**src/rtl/id_ex_stage_pkg.sv**
```systemverilog
// Shared decoder/ID-EX types: ALU op classes, the 8-bit control bundle and its
// X-scrubbing helper.
package id_ex_stage_pkg;

  localparam logic [1:0] ALUOP_LW_SW = 2'b00;
  localparam logic [1:0] ALUOP_BEQ   = 2'b01;
  localparam logic [1:0] ALUOP_RTYPE = 2'b11;
  localparam logic [1:0] ALUOP_ADDI  = 2'b00;

  typedef struct packed {
    logic       regdst;
    logic       alusrc;
    logic       memtoreg;
    logic       regwrite;
    logic       memread;
    logic       memwrite;
    logic [1:0] aluop;
  } ctrl_t;

  localparam ctrl_t CTRL_NOP = '0;

  // Going through a 2-state vector turns every X/Z into 0, so a don't-care
  // from the decoder can never enable a write or a load downstream.
  function automatic ctrl_t ctrl_sanitize(input ctrl_t c);
    bit [$bits(ctrl_t)-1:0] b;
    b = c;
    return ctrl_t'(b);
  endfunction

endpackage

```
**src/rtl/id_ex_stage_if.sv**
```systemverilog
// ID-side inputs and EX-side outputs of the ID/EX register; the stage is the
// slave, the decoder/ID stage plus EX consumers form the master.
interface id_ex_stage_if #(
  parameter int DATA_W = 32,
  parameter int REG_W  = 5,
  parameter int CNT_W  = 16
);
  logic              hold_i, flush_i;
  logic              regdst_i, alusrc_i, memtoreg_i, regwrite_i, memread_i, memwrite_i;
  logic [1:0]        aluop_i;
  logic [DATA_W-1:0] rs_data_i, rt_data_i, imm_i;
  logic [REG_W-1:0]  rs_i, rt_i, rd_i;
  logic [5:0]        funct_i;

  logic              regdst_o, alusrc_o, memtoreg_o, regwrite_o, memread_o, memwrite_o;
  logic [1:0]        aluop_o;
  logic [DATA_W-1:0] rs_data_o, rt_data_o, imm_o;
  logic [REG_W-1:0]  rs_o, rt_o, rd_o;
  logic [5:0]        funct_o;
  logic              valid_o, stall_o;
  logic [CNT_W-1:0]  bubble_cnt_o;

  modport slave (
    input  hold_i, flush_i, regdst_i, alusrc_i, memtoreg_i, regwrite_i, memread_i,
           memwrite_i, aluop_i, rs_data_i, rt_data_i, imm_i, rs_i, rt_i, rd_i, funct_i,
    output regdst_o, alusrc_o, memtoreg_o, regwrite_o, memread_o, memwrite_o, aluop_o,
           rs_data_o, rt_data_o, imm_o, rs_o, rt_o, rd_o, funct_o, valid_o, stall_o,
           bubble_cnt_o
  );

  modport master (
    output hold_i, flush_i, regdst_i, alusrc_i, memtoreg_i, regwrite_i, memread_i,
           memwrite_i, aluop_i, rs_data_i, rt_data_i, imm_i, rs_i, rt_i, rd_i, funct_i,
    input  regdst_o, alusrc_o, memtoreg_o, regwrite_o, memread_o, memwrite_o, aluop_o,
           rs_data_o, rt_data_o, imm_o, rs_o, rt_o, rd_o, funct_o, valid_o, stall_o,
           bubble_cnt_o
  );
endinterface

```
**src/rtl/id_ex_stage_hazard_detect.sv**
```systemverilog
// Load-use hazard: a valid load in EX whose destination is read by the
// instruction now in ID. $zero is never written, so rt==0 never hazards.
module id_ex_stage_hazard_detect #(
  parameter int REG_W = 5
) (
  input  logic             ex_memread,
  input  logic             ex_valid,
  input  logic [REG_W-1:0] ex_rt,
  input  logic [REG_W-1:0] id_rs,
  input  logic [REG_W-1:0] id_rt,
  output logic             haz
);
  assign haz = ex_memread & ex_valid & (ex_rt != '0) &
               ((ex_rt == id_rs) | (ex_rt == id_rt));
endmodule

```
**src/rtl/id_ex_stage.sv**
```systemverilog
// ID/EX pipeline register with load-use stall, flush/hold priority and a
// saturating bubble counter.
module id_ex_stage
  import id_ex_stage_pkg::*;
#(
  parameter int DATA_W = 32,
  parameter int REG_W  = 5,
  parameter int CNT_W  = 16
) (
  input logic         clk_i,
  input logic         rst_n_i,
  id_ex_stage_if.slave bus
);

  ctrl_t             ctrl_raw, ctrl_in, ctrl_q;
  logic              valid_q;
  logic [DATA_W-1:0] rs_data_q, rt_data_q, imm_q;
  logic [REG_W-1:0]  rs_q, rt_q, rd_q;
  logic [5:0]        funct_q;
  logic [CNT_W-1:0]  cnt_q;
  logic              haz;

  assign ctrl_raw = {bus.regdst_i, bus.alusrc_i, bus.memtoreg_i, bus.regwrite_i,
                     bus.memread_i, bus.memwrite_i, bus.aluop_i};
  assign ctrl_in  = ctrl_sanitize(ctrl_raw);

  id_ex_stage_hazard_detect #(.REG_W(REG_W)) u_haz (
    .ex_memread (ctrl_q.memread),
    .ex_valid   (valid_q),
    .ex_rt      (rt_q),
    .id_rs      (bus.rs_i),
    .id_rt      (bus.rt_i),
    .haz        (haz)
  );

  // A flush already discards the ID instruction, and hold freezes PC/IF/ID
  // anyway, so the stall request is only needed for a bare hazard.
  assign bus.stall_o = haz & ~bus.flush_i & ~bus.hold_i;

  always_ff @(posedge clk_i or negedge rst_n_i) begin
    if (!rst_n_i) begin
      ctrl_q    <= CTRL_NOP;
      valid_q   <= 1'b0;
      rs_data_q <= '0;
      rt_data_q <= '0;
      imm_q     <= '0;
      rs_q      <= '0;
      rt_q      <= '0;
      rd_q      <= '0;
      funct_q   <= '0;
      cnt_q     <= '0;
    end else if (bus.hold_i) begin
      cnt_q <= cnt_q;
    end else if (bus.flush_i || haz) begin
      ctrl_q    <= CTRL_NOP;
      valid_q   <= 1'b0;
      rs_data_q <= '0;
      rt_data_q <= '0;
      imm_q     <= '0;
      rs_q      <= '0;
      rt_q      <= '0;
      rd_q      <= '0;
      funct_q   <= '0;
      if (!(&cnt_q)) cnt_q <= cnt_q + CNT_W'(1);
    end else begin
      ctrl_q    <= ctrl_in;
      valid_q   <= 1'b1;
      rs_data_q <= bus.rs_data_i;
      rt_data_q <= bus.rt_data_i;
      imm_q     <= bus.imm_i;
      rs_q      <= bus.rs_i;
      rt_q      <= bus.rt_i;
      rd_q      <= bus.rd_i;
      funct_q   <= bus.funct_i;
    end
  end

  assign bus.regdst_o     = ctrl_q.regdst;
  assign bus.alusrc_o     = ctrl_q.alusrc;
  assign bus.memtoreg_o   = ctrl_q.memtoreg;
  assign bus.regwrite_o   = ctrl_q.regwrite;
  assign bus.memread_o    = ctrl_q.memread;
  assign bus.memwrite_o   = ctrl_q.memwrite;
  assign bus.aluop_o      = ctrl_q.aluop;
  assign bus.rs_data_o    = rs_data_q;
  assign bus.rt_data_o    = rt_data_q;
  assign bus.imm_o        = imm_q;
  assign bus.rs_o         = rs_q;
  assign bus.rt_o         = rt_q;
  assign bus.rd_o         = rd_q;
  assign bus.funct_o      = funct_q;
  assign bus.valid_o      = valid_q;
  assign bus.bubble_cnt_o = cnt_q;

endmodule

```
**src/flat_wrapper.sv**
```systemverilog
// flat-port wrapper written by rule: the top's interface ports become plain ports
module id_ex_stage_flat import id_ex_stage_pkg::*;
#(
  parameter int DATA_W = 32,
  parameter int REG_W  = 5,
  parameter int CNT_W  = 16
)
  (clk_i, rst_n_i, bus_hold_i, bus_flush_i, bus_regdst_i, bus_alusrc_i, bus_memtoreg_i, bus_regwrite_i, bus_memread_i, bus_memwrite_i, bus_aluop_i, bus_rs_data_i, bus_rt_data_i, bus_imm_i, bus_rs_i, bus_rt_i, bus_rd_i, bus_funct_i, bus_regdst_o, bus_alusrc_o, bus_memtoreg_o, bus_regwrite_o, bus_memread_o, bus_memwrite_o, bus_aluop_o, bus_rs_data_o, bus_rt_data_o, bus_imm_o, bus_rs_o, bus_rt_o, bus_rd_o, bus_funct_o, bus_valid_o, bus_stall_o, bus_bubble_cnt_o);
  id_ex_stage_if #(.DATA_W(DATA_W), .REG_W(REG_W), .CNT_W(CNT_W)) bus_i ();
  input logic clk_i;
  input logic rst_n_i;
  input wire logic [$bits(bus_i.hold_i)-1:0] bus_hold_i;
  input wire logic [$bits(bus_i.flush_i)-1:0] bus_flush_i;
  input wire logic [$bits(bus_i.regdst_i)-1:0] bus_regdst_i;
  input wire logic [$bits(bus_i.alusrc_i)-1:0] bus_alusrc_i;
  input wire logic [$bits(bus_i.memtoreg_i)-1:0] bus_memtoreg_i;
  input wire logic [$bits(bus_i.regwrite_i)-1:0] bus_regwrite_i;
  input wire logic [$bits(bus_i.memread_i)-1:0] bus_memread_i;
  input wire logic [$bits(bus_i.memwrite_i)-1:0] bus_memwrite_i;
  input wire logic [$bits(bus_i.aluop_i)-1:0] bus_aluop_i;
  input wire logic [$bits(bus_i.rs_data_i)-1:0] bus_rs_data_i;
  input wire logic [$bits(bus_i.rt_data_i)-1:0] bus_rt_data_i;
  input wire logic [$bits(bus_i.imm_i)-1:0] bus_imm_i;
  input wire logic [$bits(bus_i.rs_i)-1:0] bus_rs_i;
  input wire logic [$bits(bus_i.rt_i)-1:0] bus_rt_i;
  input wire logic [$bits(bus_i.rd_i)-1:0] bus_rd_i;
  input wire logic [$bits(bus_i.funct_i)-1:0] bus_funct_i;
  output wire logic [$bits(bus_i.regdst_o)-1:0] bus_regdst_o;
  output wire logic [$bits(bus_i.alusrc_o)-1:0] bus_alusrc_o;
  output wire logic [$bits(bus_i.memtoreg_o)-1:0] bus_memtoreg_o;
  output wire logic [$bits(bus_i.regwrite_o)-1:0] bus_regwrite_o;
  output wire logic [$bits(bus_i.memread_o)-1:0] bus_memread_o;
  output wire logic [$bits(bus_i.memwrite_o)-1:0] bus_memwrite_o;
  output wire logic [$bits(bus_i.aluop_o)-1:0] bus_aluop_o;
  output wire logic [$bits(bus_i.rs_data_o)-1:0] bus_rs_data_o;
  output wire logic [$bits(bus_i.rt_data_o)-1:0] bus_rt_data_o;
  output wire logic [$bits(bus_i.imm_o)-1:0] bus_imm_o;
  output wire logic [$bits(bus_i.rs_o)-1:0] bus_rs_o;
  output wire logic [$bits(bus_i.rt_o)-1:0] bus_rt_o;
  output wire logic [$bits(bus_i.rd_o)-1:0] bus_rd_o;
  output wire logic [$bits(bus_i.funct_o)-1:0] bus_funct_o;
  output wire logic [$bits(bus_i.valid_o)-1:0] bus_valid_o;
  output wire logic [$bits(bus_i.stall_o)-1:0] bus_stall_o;
  output wire logic [$bits(bus_i.bubble_cnt_o)-1:0] bus_bubble_cnt_o;
  assign bus_i.hold_i = bus_hold_i;
  assign bus_i.flush_i = bus_flush_i;
  assign bus_i.regdst_i = bus_regdst_i;
  assign bus_i.alusrc_i = bus_alusrc_i;
  assign bus_i.memtoreg_i = bus_memtoreg_i;
  assign bus_i.regwrite_i = bus_regwrite_i;
  assign bus_i.memread_i = bus_memread_i;
  assign bus_i.memwrite_i = bus_memwrite_i;
  assign bus_i.aluop_i = bus_aluop_i;
  assign bus_i.rs_data_i = bus_rs_data_i;
  assign bus_i.rt_data_i = bus_rt_data_i;
  assign bus_i.imm_i = bus_imm_i;
  assign bus_i.rs_i = bus_rs_i;
  assign bus_i.rt_i = bus_rt_i;
  assign bus_i.rd_i = bus_rd_i;
  assign bus_i.funct_i = bus_funct_i;
  assign bus_regdst_o = bus_i.regdst_o;
  assign bus_alusrc_o = bus_i.alusrc_o;
  assign bus_memtoreg_o = bus_i.memtoreg_o;
  assign bus_regwrite_o = bus_i.regwrite_o;
  assign bus_memread_o = bus_i.memread_o;
  assign bus_memwrite_o = bus_i.memwrite_o;
  assign bus_aluop_o = bus_i.aluop_o;
  assign bus_rs_data_o = bus_i.rs_data_o;
  assign bus_rt_data_o = bus_i.rt_data_o;
  assign bus_imm_o = bus_i.imm_o;
  assign bus_rs_o = bus_i.rs_o;
  assign bus_rt_o = bus_i.rt_o;
  assign bus_rd_o = bus_i.rd_o;
  assign bus_funct_o = bus_i.funct_o;
  assign bus_valid_o = bus_i.valid_o;
  assign bus_stall_o = bus_i.stall_o;
  assign bus_bubble_cnt_o = bus_i.bubble_cnt_o;
  id_ex_stage #(.DATA_W(DATA_W), .REG_W(REG_W), .CNT_W(CNT_W)) u_core (.clk_i(clk_i), .rst_n_i(rst_n_i), .bus(bus_i));
endmodule
```
**config.mk**
```make
export PLATFORM = sky130hd
export DESIGN_NAME = id_ex_stage_flat
export DESIGN_NICKNAME = d
export VERILOG_FILES = /design/src/rtl/id_ex_stage_pkg.sv /design/src/rtl/id_ex_stage_if.sv /design/src/rtl/id_ex_stage_hazard_detect.sv /design/src/rtl/id_ex_stage.sv /design/src/flat_wrapper.sv
export SDC_FILE = /design/constraint.sdc
export NUM_CORES = 1
export LEC_CHECK = 0
export ABC_AREA = 0
export CAP_MARGIN = 40
export CORE_MARGIN = 1
export CORE_UTILIZATION = 38
export DETAILED_ROUTE_END_ITERATION = 10
export GPL_TIMING_DRIVEN = 0
export HOLD_SLACK_MARGIN = 0.02
export PLACE_DENSITY = 0.76
export SLEW_MARGIN = 5
export SYNTH_ARGS = -nofsm -noshare
export SYNTH_HDL_FRONTEND = slang
export SYNTH_SLANG_ARGS = --single-unit
```
**constraint.sdc**
```tcl
create_clock -name clk_i -period 1.9 [get_ports clk_i]
set_input_delay 0.57 -clock clk_i [delete_from_list [all_inputs] [get_ports clk_i]]
set_output_delay 0.57 -clock clk_i [all_outputs]
set_load 0.02 [all_outputs]
```
* Word level (Yosys, flattened, before mapping)
Cells that the tools add are included.
** Word-level totals
- Register bits after elaboration :: 142
- Bits of input ports :: 129
- Output and inout port bits :: 143
- Logic and storage cells :: 41
** Operators by class
- Add/sub/neg operators :: 1
- Eq/ne operators :: 2
- Multiplexer cells :: 9
- Bitwise operators :: 9
- Reduce and logical (&&, ||, !) cells :: 4
** Operators with widths (count)
- $mux 32 :: 3
- $add 16x1->16 const B :: 1
- $reduce_and 16->1 :: 1
- $mux 5 :: 3
- $eq 5x5->1 :: 2
- $mux 8 :: 1
- $mux 6 :: 1
- $and 1x1->1 :: 5
- $reduce_bool 5->1 :: 1
- $not 1->1 :: 3
- $reduce_and 3->1 :: 1
- $logic_or 1x1->1 :: 1
- $mux 1 :: 1
- $or 1x1->1 :: 1

* Logic depth before layout (Yosys ltp)
Gate-level depths: netlist (run 1).
- Word-level depth :: 5
- Gate-level depth with buffers :: 7
- Mapped depth without buffers :: 6

* Cells and area by module
Synthesis (run 1) repeated with hierarchy kept, for this count alone.
** Unflattened totals
- Cell total of the unflattened synthesis :: 371
- Area, all modules :: 5313.8 µm²
** Modules (own cells, without submodules)
- id_ex_stage :: times used 1, cells an instance 354, area an instance 5181.2 µm², sequential area each 3553.4 µm²
- id_ex_stage_hazard_detect :: times used 1, cells an instance 17, area an instance 132.6 µm², sequential area each 0.0 µm²

* Worst setup path before layout (run 1)
Ideal clock, no wire load.
- Path kind :: input -> output
- From :: input bus_hold_i
- To :: output bus_stall_o
- Data arrival time :: 1.650 ns
- Data required time :: 1.330 ns
- Path slack :: -0.320 ns
- Stages :: 4
- Path buffers :: 3
- Cells stage by stage :: clkbuf_1 -> clkbuf_1 -> clkbuf_1 -> nor3_1
** On the way
- Word-level cells in the longest chain between the ends :: 2
** Ends and longest elaborated chain
- start: declaration :: line flat_wrapper.sv:12 : input wire logic [$bits(bus_i.hold_i)-1:0] bus_hold_i;
- $not 1->1 :: line id_ex_stage.sv:38 : assign bus.stall_o = haz & ~bus.flush_i & ~bus.hold_i;
- $and 1x1->1 :: line id_ex_stage.sv:38
- end: declaration :: line flat_wrapper.sv:43 : output wire logic [$bits(bus_i.stall_o)-1:0] bus_stall_o;
Every way passes these cells.

* Worst setup path in the final report (run 1)
- From :: register u_core.rt_q[2] (netlist: u_core.bus.rt_o[2])
- To :: output bus_stall_o
** On the way
- Word-level cells in the longest chain between the ends :: 5
- Elaborated cells between the ends (all ways) :: 8
- Classes of those cells :: eq/ne (2); bitwise (5); reduce/logical (1)
** Ends and longest elaborated chain
- start: declaration :: line id_ex_stage.sv:18 : logic [REG_W-1:0] rs_q, rt_q, rd_q;
- start signal: assignment :: line id_ex_stage.sv:72 : rt_q <= bus.rt_i;
- $eq 5x5->1 or $reduce_bool 5->1 (tied branches) :: line id_ex_stage_hazard_detect.sv:14, id_ex_stage_hazard_detect.sv:13
- $or 1x1->1 or $and 1x1->1 (tied branches) :: line id_ex_stage_hazard_detect.sv:14, id_ex_stage_hazard_detect.sv:13
- $and 1x1->1 (*) :: line id_ex_stage_hazard_detect.sv:13 : assign haz = ex_memread & ex_valid & (ex_rt != '0) &
- $and 1x1->1 (*) (2 in a row) :: line id_ex_stage.sv:38
Mark *: on every way between the ends. The rest lies on a longest branch, timed or not.

==> metrics.txt, run 1 <==
final setup fails 138; unrepaired setup endpoints after global routing yes; failing checks setup timing; cell taking the most area after synthesis dfrtp_1; NetSw 2440 uW; Final nets 951; crit-path leading delay family simple AND/OR/NAND/NOR gates; final cycle utilization of the critical path 129%; Critical Path, Cell by Cell xor2_2 -> nor3_2 -> a22o_1 -> nand2_2 -> nor3_4 -> buf_6; WP data required 1.33 ns; FF-to-FF Start u_core.bus.rt_o[4]$_DFFE_PN0N_; Crit-path slowest cell dfrtp_2; Detailed Route Iter0 Violations 233; Buffers on Ports 271; row count 46; element type at the critical path end primary output; most frequent cells after synthesis dfrtp_1, a22o_1, nor2b_1; Core Region 15,900 sq um; final setup TNS -29.35 ns; vias per cell 5.18; TritonCTS Buffers 17; Reg clk slew, reported paths 0.06 ns; Core Util, Final 65.4%; first-pass GRT wire length 29.2 mm; final non-filler cell total 1,051; htree depth 4; Placed Instances 1,004; largest cells by area after synthesis dfrtp_1, a22o_1, nor2b_1; register area share after synthesis 57.2%; CTS tree yes; DRC viols 0; pwr/cell area 865 nW/um^2; worst slew pin tran 0.779 ns; Yosys cell types 30; crit path max fanout 5; DRT antenna net count 0; largest family of logic cells by synthesized area compound AO/OA/AOI/OAI gates; final hold violation count 0; Final Max Tran Viols 0; number of flops mapped to enable cells by yosys 0; Mapped Area 6210 sq um; initial antenna violation count 3; Initial Util 39.0%; FMAX 0.409 GHz; Mapped Cells 516; Crit. Startpoint u_core.bus.rt_o[2]$_DFFE_PN0N_; Post-Synth XOR/XNOR Area 3.52%; Die Width 130 um; Clk pwr share 40.5%; Sw Share 27.0%; most numerous cell in the Yosys netlist dfrtp_1; DR WL/cell 18.9 um; post-synthesis mux area share 0.362%; gr ovfl total 0; DP Wirelength 13.6 mm; All-Layer GR Usage 22.7%; post-synth top area share 57.2%; kind of critical path reg -> out; average size of a mapped cell 12.0 sq um; Synth Area in Adders 0.201%; Rel. slew slack 48.1%; area grow syn2layout 67.7%; die area 16,900 sq um; Post-Syn Nets 646; simple-gate area share of the yosys netlist 16.9%; max cap viols 0; startpoint types flip-flop; Fin Clk Skew 0.0169 ns; Main synth FF type dfrtp_1; complex-gate fraction of the synthesized area 18.4%; share of post-route cells with drive strength above 1 9.84%; P_int 6580 uW; vias in the first global route 5,547; DRT Pass-1 Iters 4; DP Worst Slack -1.89 ns; Die H 130 um; worst-skew pair later-pin latency 0.43 ns; maximum vdd drop 0.597 mV; largest net degree at the start of global routing 85; Root Driver clkbuf_16; CTS Hold Bufs 0; total number of vias 5,441; WP data arrival 1.88 ns; Yosys reg bits 142; Hold Path Class in -> async; final wirelength 19.9 mm; Final min period 2.45 ns; RePlAce Congestion 0.884; Max clock buf depth 2; worst setup margin -0.546 ns; Filler cells 1,231; leakage dissipation 0.00597 uW; IO Count 272; FFs w/ async S/R, synth 100%; run status finished with violations; CP max stage delay 0.45 ns; YS warnings 0; worst path buffer plus inverter count 1; Sequential Power Share 38.9%; Comb power frac 20.7%; Sink Count 142
## state kept, by name, indices dropped and copies added, names as in the netlist, 2 cells and up
name / cells
u_core.bus.rd_o: 5
u_core.bus.aluop_o: 2
u_core.bus.rt_o: 5
u_core.bus.bubble_cnt_o: 16
u_core.bus.imm_o: 32
u_core.bus.rs_data_o: 32
u_core.bus.funct_o: 6
u_core.bus.rs_o: 5
u_core.bus.rt_data_o: 32
## power groups by stage
stage / clock network [uW] / registers (uW) / logic (uW)
after CTS: 3700 / 3510 / 1820
after detailed placement: 0 / 3560 / 1880
after global routing: 3830 / 3540 / 2000
after global placement: 0 / 3550 / 1850
after floorplan: 0 / 3850 / 533
final: 3650 / 3500 / 1860
## path summary, 6_finish.rpt
path                                                      endpoint  slack (ns)  cells past startpoint
hold reg to reg            u_core.bus.bubble_cnt_o[14]$_DFFE_PN0P_        0.50                      1
max in group asynchronous      u_core.bus.rt_data_o[7]$_DFFE_PN0N_        0.95                      2
min in group clk_i         u_core.bus.bubble_cnt_o[14]$_DFFE_PN0P_        0.50                      1
setup / recovery                                       bus_stall_o       -0.55                      6
setup reg to reg           u_core.bus.bubble_cnt_o[13]$_DFFE_PN0P_       -0.38                      7
hold / removal             u_core.bus.bubble_cnt_o[12]$_DFFE_PN0P_        0.12                      1
## timing repair
item                       in CTS  in global routing
gates resized for setup        79                132
setup endpoints to repair     285                230
cloned                          0                  6
pin swaps                       7                 13
setup buffers                   3                  8
## logic make-up after synthesis
group	Yosys count
DFF	142
buffers and inverters	45
AOI/OAI and AO/OA	130
muxes	2
adders and majority gates	1
and+or+nand+nor	171
xor gates and xnor gates	25
## placed cells by master, fill, tap and decap left out, types with 2 or more instances in the layout
| cell type | count |
|---|---|
| a22o_1 | 126 |
| and3_1 | 2 |
| buf_12 | 3 |
| buf_4 | 5 |
| buf_6 | 12 |
| buf_8 | 5 |
| bufinv_16 | 5 |
| clkbuf_1 | 26 |
| clkbuf_16 | 22 |
| clkbuf_8 | 3 |
| clkdlybuf4s50_1 | 116 |
| clkinv_2 | 2 |
| clkinv_4 | 4 |
| dfrtp_1 | 136 |
| dfrtp_2 | 6 |
| diode_2 | 2 |
| dlygate4sd2_1 | 62 |
| dlymetal6s2s_1 | 91 |
| inv_6 | 2 |
| mux2_2 | 2 |
| nand2_1 | 4 |
| nand2b_1 | 2 |
| nand3_1 | 6 |
| nand4_1 | 2 |
| nor2_1 | 4 |
| nor2b_1 | 125 |
| nor3_1 | 3 |
| nor3_2 | 2 |
| nor4_1 | 10 |
| nor4b_1 | 3 |
| or3_1 | 2 |
| xor2_1 | 22 |
| xor2_2 | 2 |
## layer usage
| metal | wire length, um | global-route usage [%] | up-vias |
|---|---|---|---|
| met5 | 13 | 0 | - |
| met4 | 346 | 8.48 | 2 |
| met3 | 1230 | 6.36 | 27 |
| met2 | 10300 | 39.4 | 204 |
| met1 | 7920 | 26.9 | 2736 |
| li1 | - | - | 2472 |
## cell type report
cell class | count | area [sq um] | share of cell area [%]
Sequential cell | 142 | 3560 | 34.2
Antenna cell | 2 | 5.00 | 0.0480
Clock buffer | 18 | 429 | 4.12
Clock inverter | 13 | 213 | 2.04
Inverter | 1 | 3.75 | 0.0360
Multi-Input combinational cell | 329 | 2490 | 23.9
Buffer | 44 | 330 | 3.17
Tap cell | 216 | 270 | 2.59
Timing Repair Buffer | 286 | 3120 | 29.9
## through the flow
step                      hold WS, ns  power, uW  instance area [sq um]
after floorplan                 0.274       4390                   6240
after global placement          0.479       5400                   9220
after detailed placement        0.492       5440                   9250
after CTS                       0.129       9030                   9880
after global routing            0.156       9360                  10400
final                           0.125       9020                  10400
No activity file was read; power rests on OpenSTA's default activity.
==> run 2: changes to the inputs <==
--- a/config.mk
+++ b/config.mk
@@ -9,9 +9,9 @@
 export CAP_MARGIN = 40
 export CORE_MARGIN = 1
-export CORE_UTILIZATION = 38
+export CORE_UTILIZATION = 42
 export DETAILED_ROUTE_END_ITERATION = 10
 export GPL_TIMING_DRIVEN = 0
 export HOLD_SLACK_MARGIN = 0.02
-export PLACE_DENSITY = 0.76
+export PLACE_DENSITY = 0.8
 export SLEW_MARGIN = 5
 export SYNTH_ARGS = -nofsm -noshare
==> constraint.sdc (replaced) <==
create_clock -name clk_i -period 2.8 [get_ports clk_i]
set_input_delay 0.42 -clock clk_i [delete_from_list [all_inputs] [get_ports clk_i]]
set_output_delay 0.42 -clock clk_i [all_outputs]
set_load 0.02 [all_outputs]
==> metrics.txt, run 2 (synthesis results as in run 1) <==
element type at the critical path end flip-flop; maximum vdd drop 0.501 mV; worst-skew pair later-pin latency 0.41 ns; final setup TNS 0 ns; final hold violation count 0; share of post-route cells with drive strength above 1 5.87%; gr ovfl total 0; most common cell after layout, fill and taps aside clkdlybuf4s50_1; startpoint types flip-flop; Final min period 2.42 ns; total number of vias 5,273; final wirelength 18.5 mm; Final nets 936; DP Worst Slack -0.859 ns; run status finished clean; RePlAce Congestion 0.840; Root Driver clkbuf_16; Filler cells 1,058; worst slew pin tran 0.845 ns; setup bufs post-CTS 0; Initial Util 42.9%; Final Max Tran Viols 0; DP Wirelength 13.5 mm; Sink Count 142; vias in the first global route 5,397; Max clock buf depth 2; TritonCTS Buffers 17; kind of critical path reg -> reg; DRT Pass-1 Iters 5; Reg clk slew, reported paths 0.06 ns; die area 15,300 sq um; ANT cells 0; initial antenna violation count 0; most frequent cells in the layout clkdlybuf4s50_1, dfrtp_1, a22o_1; final cycle utilization of the critical path 86.3%; FMAX 0.414 GHz; max cap viols 0; Critical Path, Cell by Cell or3_1 -> o311a_1 -> a21oi_2 -> buf_4 -> buf_6 -> a22o_1; DR WL/cell 18.5 um; first-pass GRT wire length 28.2 mm; WP data arrival 2.76 ns; largest net degree at the start of global routing 91; area grow syn2layout 57.7%; Fin Clk Skew 0.00671 ns; unrepaired setup endpoints after global routing no; Core Region 14,500 sq um; WP data required 3.14 ns; worst path buffer plus inverter count 2; Buffers on Ports 271; Detailed Route Iter0 Violations 253; vias per cell 5.26; CTS tree yes; Die H 124 um; IO Count 272; DRT antenna net count 0; final setup fails 0; Die Width 124 um; pwr/cell area 615 nW/um^2; htree depth 4; crit-path leading delay family compound AO/OA/AOI/OAI gates; leakage dissipation 0.00431 uW; Hold Path Class reg -> reg; Rel. slew slack 43.6%; crit path max fanout 10; Crit-path slowest cell a21oi_2; DRC viols 0; worst setup margin 0.385 ns; row count 44; CP max stage delay 0.50 ns; All-Layer GR Usage 24.2%
run 2: changes by cell type in the layout (fill, tap and decap cells not counted), sizes merged:
cell,change
dlygate4sd2,-62
clkdlybuf4s50,+153
diode,-2
dlymetal6s2s,-90
clkinv,-3
clkbuf,-1
inv,-2
dlygate4sd3,+1
buf,-10
bufinv,-1
run 2: metrics by stage:
stage                     total power, uW  utilization [%]  hold slack (ns)  instances  area (sq um)
after global placement               3650             63.2            0.479        971          9160
after floorplan                      2970                -            0.124        516          6210
after CTS                            6050             67.7            0.506       1002          9800
final                                6020             67.7            0.499       1002          9800
after detailed placement             3690             63.4            0.409        972          9190
after global routing                 6260             67.7            0.518       1002          9800
run 2: per-layer routing:
layer	track usage (%)	vias up	wire length (um)
li1	-	2433	-
met3	7.97	27	1550
met2	40.5	213	9180
met4	7.30	0	371
met1	29.6	2600	7430
met5	0	-	0
run 2: report_power, final:
part           internal [uW]  switching (uW)
clock network           1530             841
logic                    677             595
registers               2230             147
total                   4440            1580
run 2: final timing paths:
path | from | end | slack [ns] | cells after the start
setup / recovery | u_core.bus.rt_o[0]$_DFFE_PN0N_ | u_core.bus.imm_o[6]$_DFFE_PN0N_ | 0.38 | 6
hold / removal | u_core.bus.bubble_cnt_o[14]$_DFFE_PN0P_ | u_core.bus.bubble_cnt_o[14]$_DFFE_PN0P_ | 0.50 | 1
setup reg to reg | u_core.bus.rt_o[0]$_DFFE_PN0N_ | u_core.bus.imm_o[6]$_DFFE_PN0N_ | 0.38 | 6
hold reg to reg | u_core.bus.bubble_cnt_o[14]$_DFFE_PN0P_ | u_core.bus.bubble_cnt_o[14]$_DFFE_PN0P_ | 0.50 | 1
max in group asynchronous | rst_n_i | u_core.bus.bubble_cnt_o[13]$_DFFE_PN0P_ | 1.45 | 3
min in group asynchronous | rst_n_i | u_core.bus.rt_data_o[20]$_DFFE_PN0N_ | 0.55 | 2
run 2: cell type report:
cell class | count | area (sq um) | area share, %
flip-flops and latches | 142 | 3550 | 36.3
repair buffers | 273 | 2750 | 28.1
multi-input cells | 329 | 2440 | 24.9
clock buffers | 24 | 472 | 4.81
well taps | 184 | 230 | 2.35
plain buffers | 42 | 208 | 2.12
clock inverters | 7 | 135 | 1.38
inverters | 1 | 3.75 | 0.0383
run 2: repair_timing:
item / 4_1_cts / 5_1_grt
hold buffers: 1 / 0
resized for setup: 2 / 1
endpoints found under the hold margin: 52 / 0
pin swaps: 0 / 0
setup endpoints to repair: 1 / 1
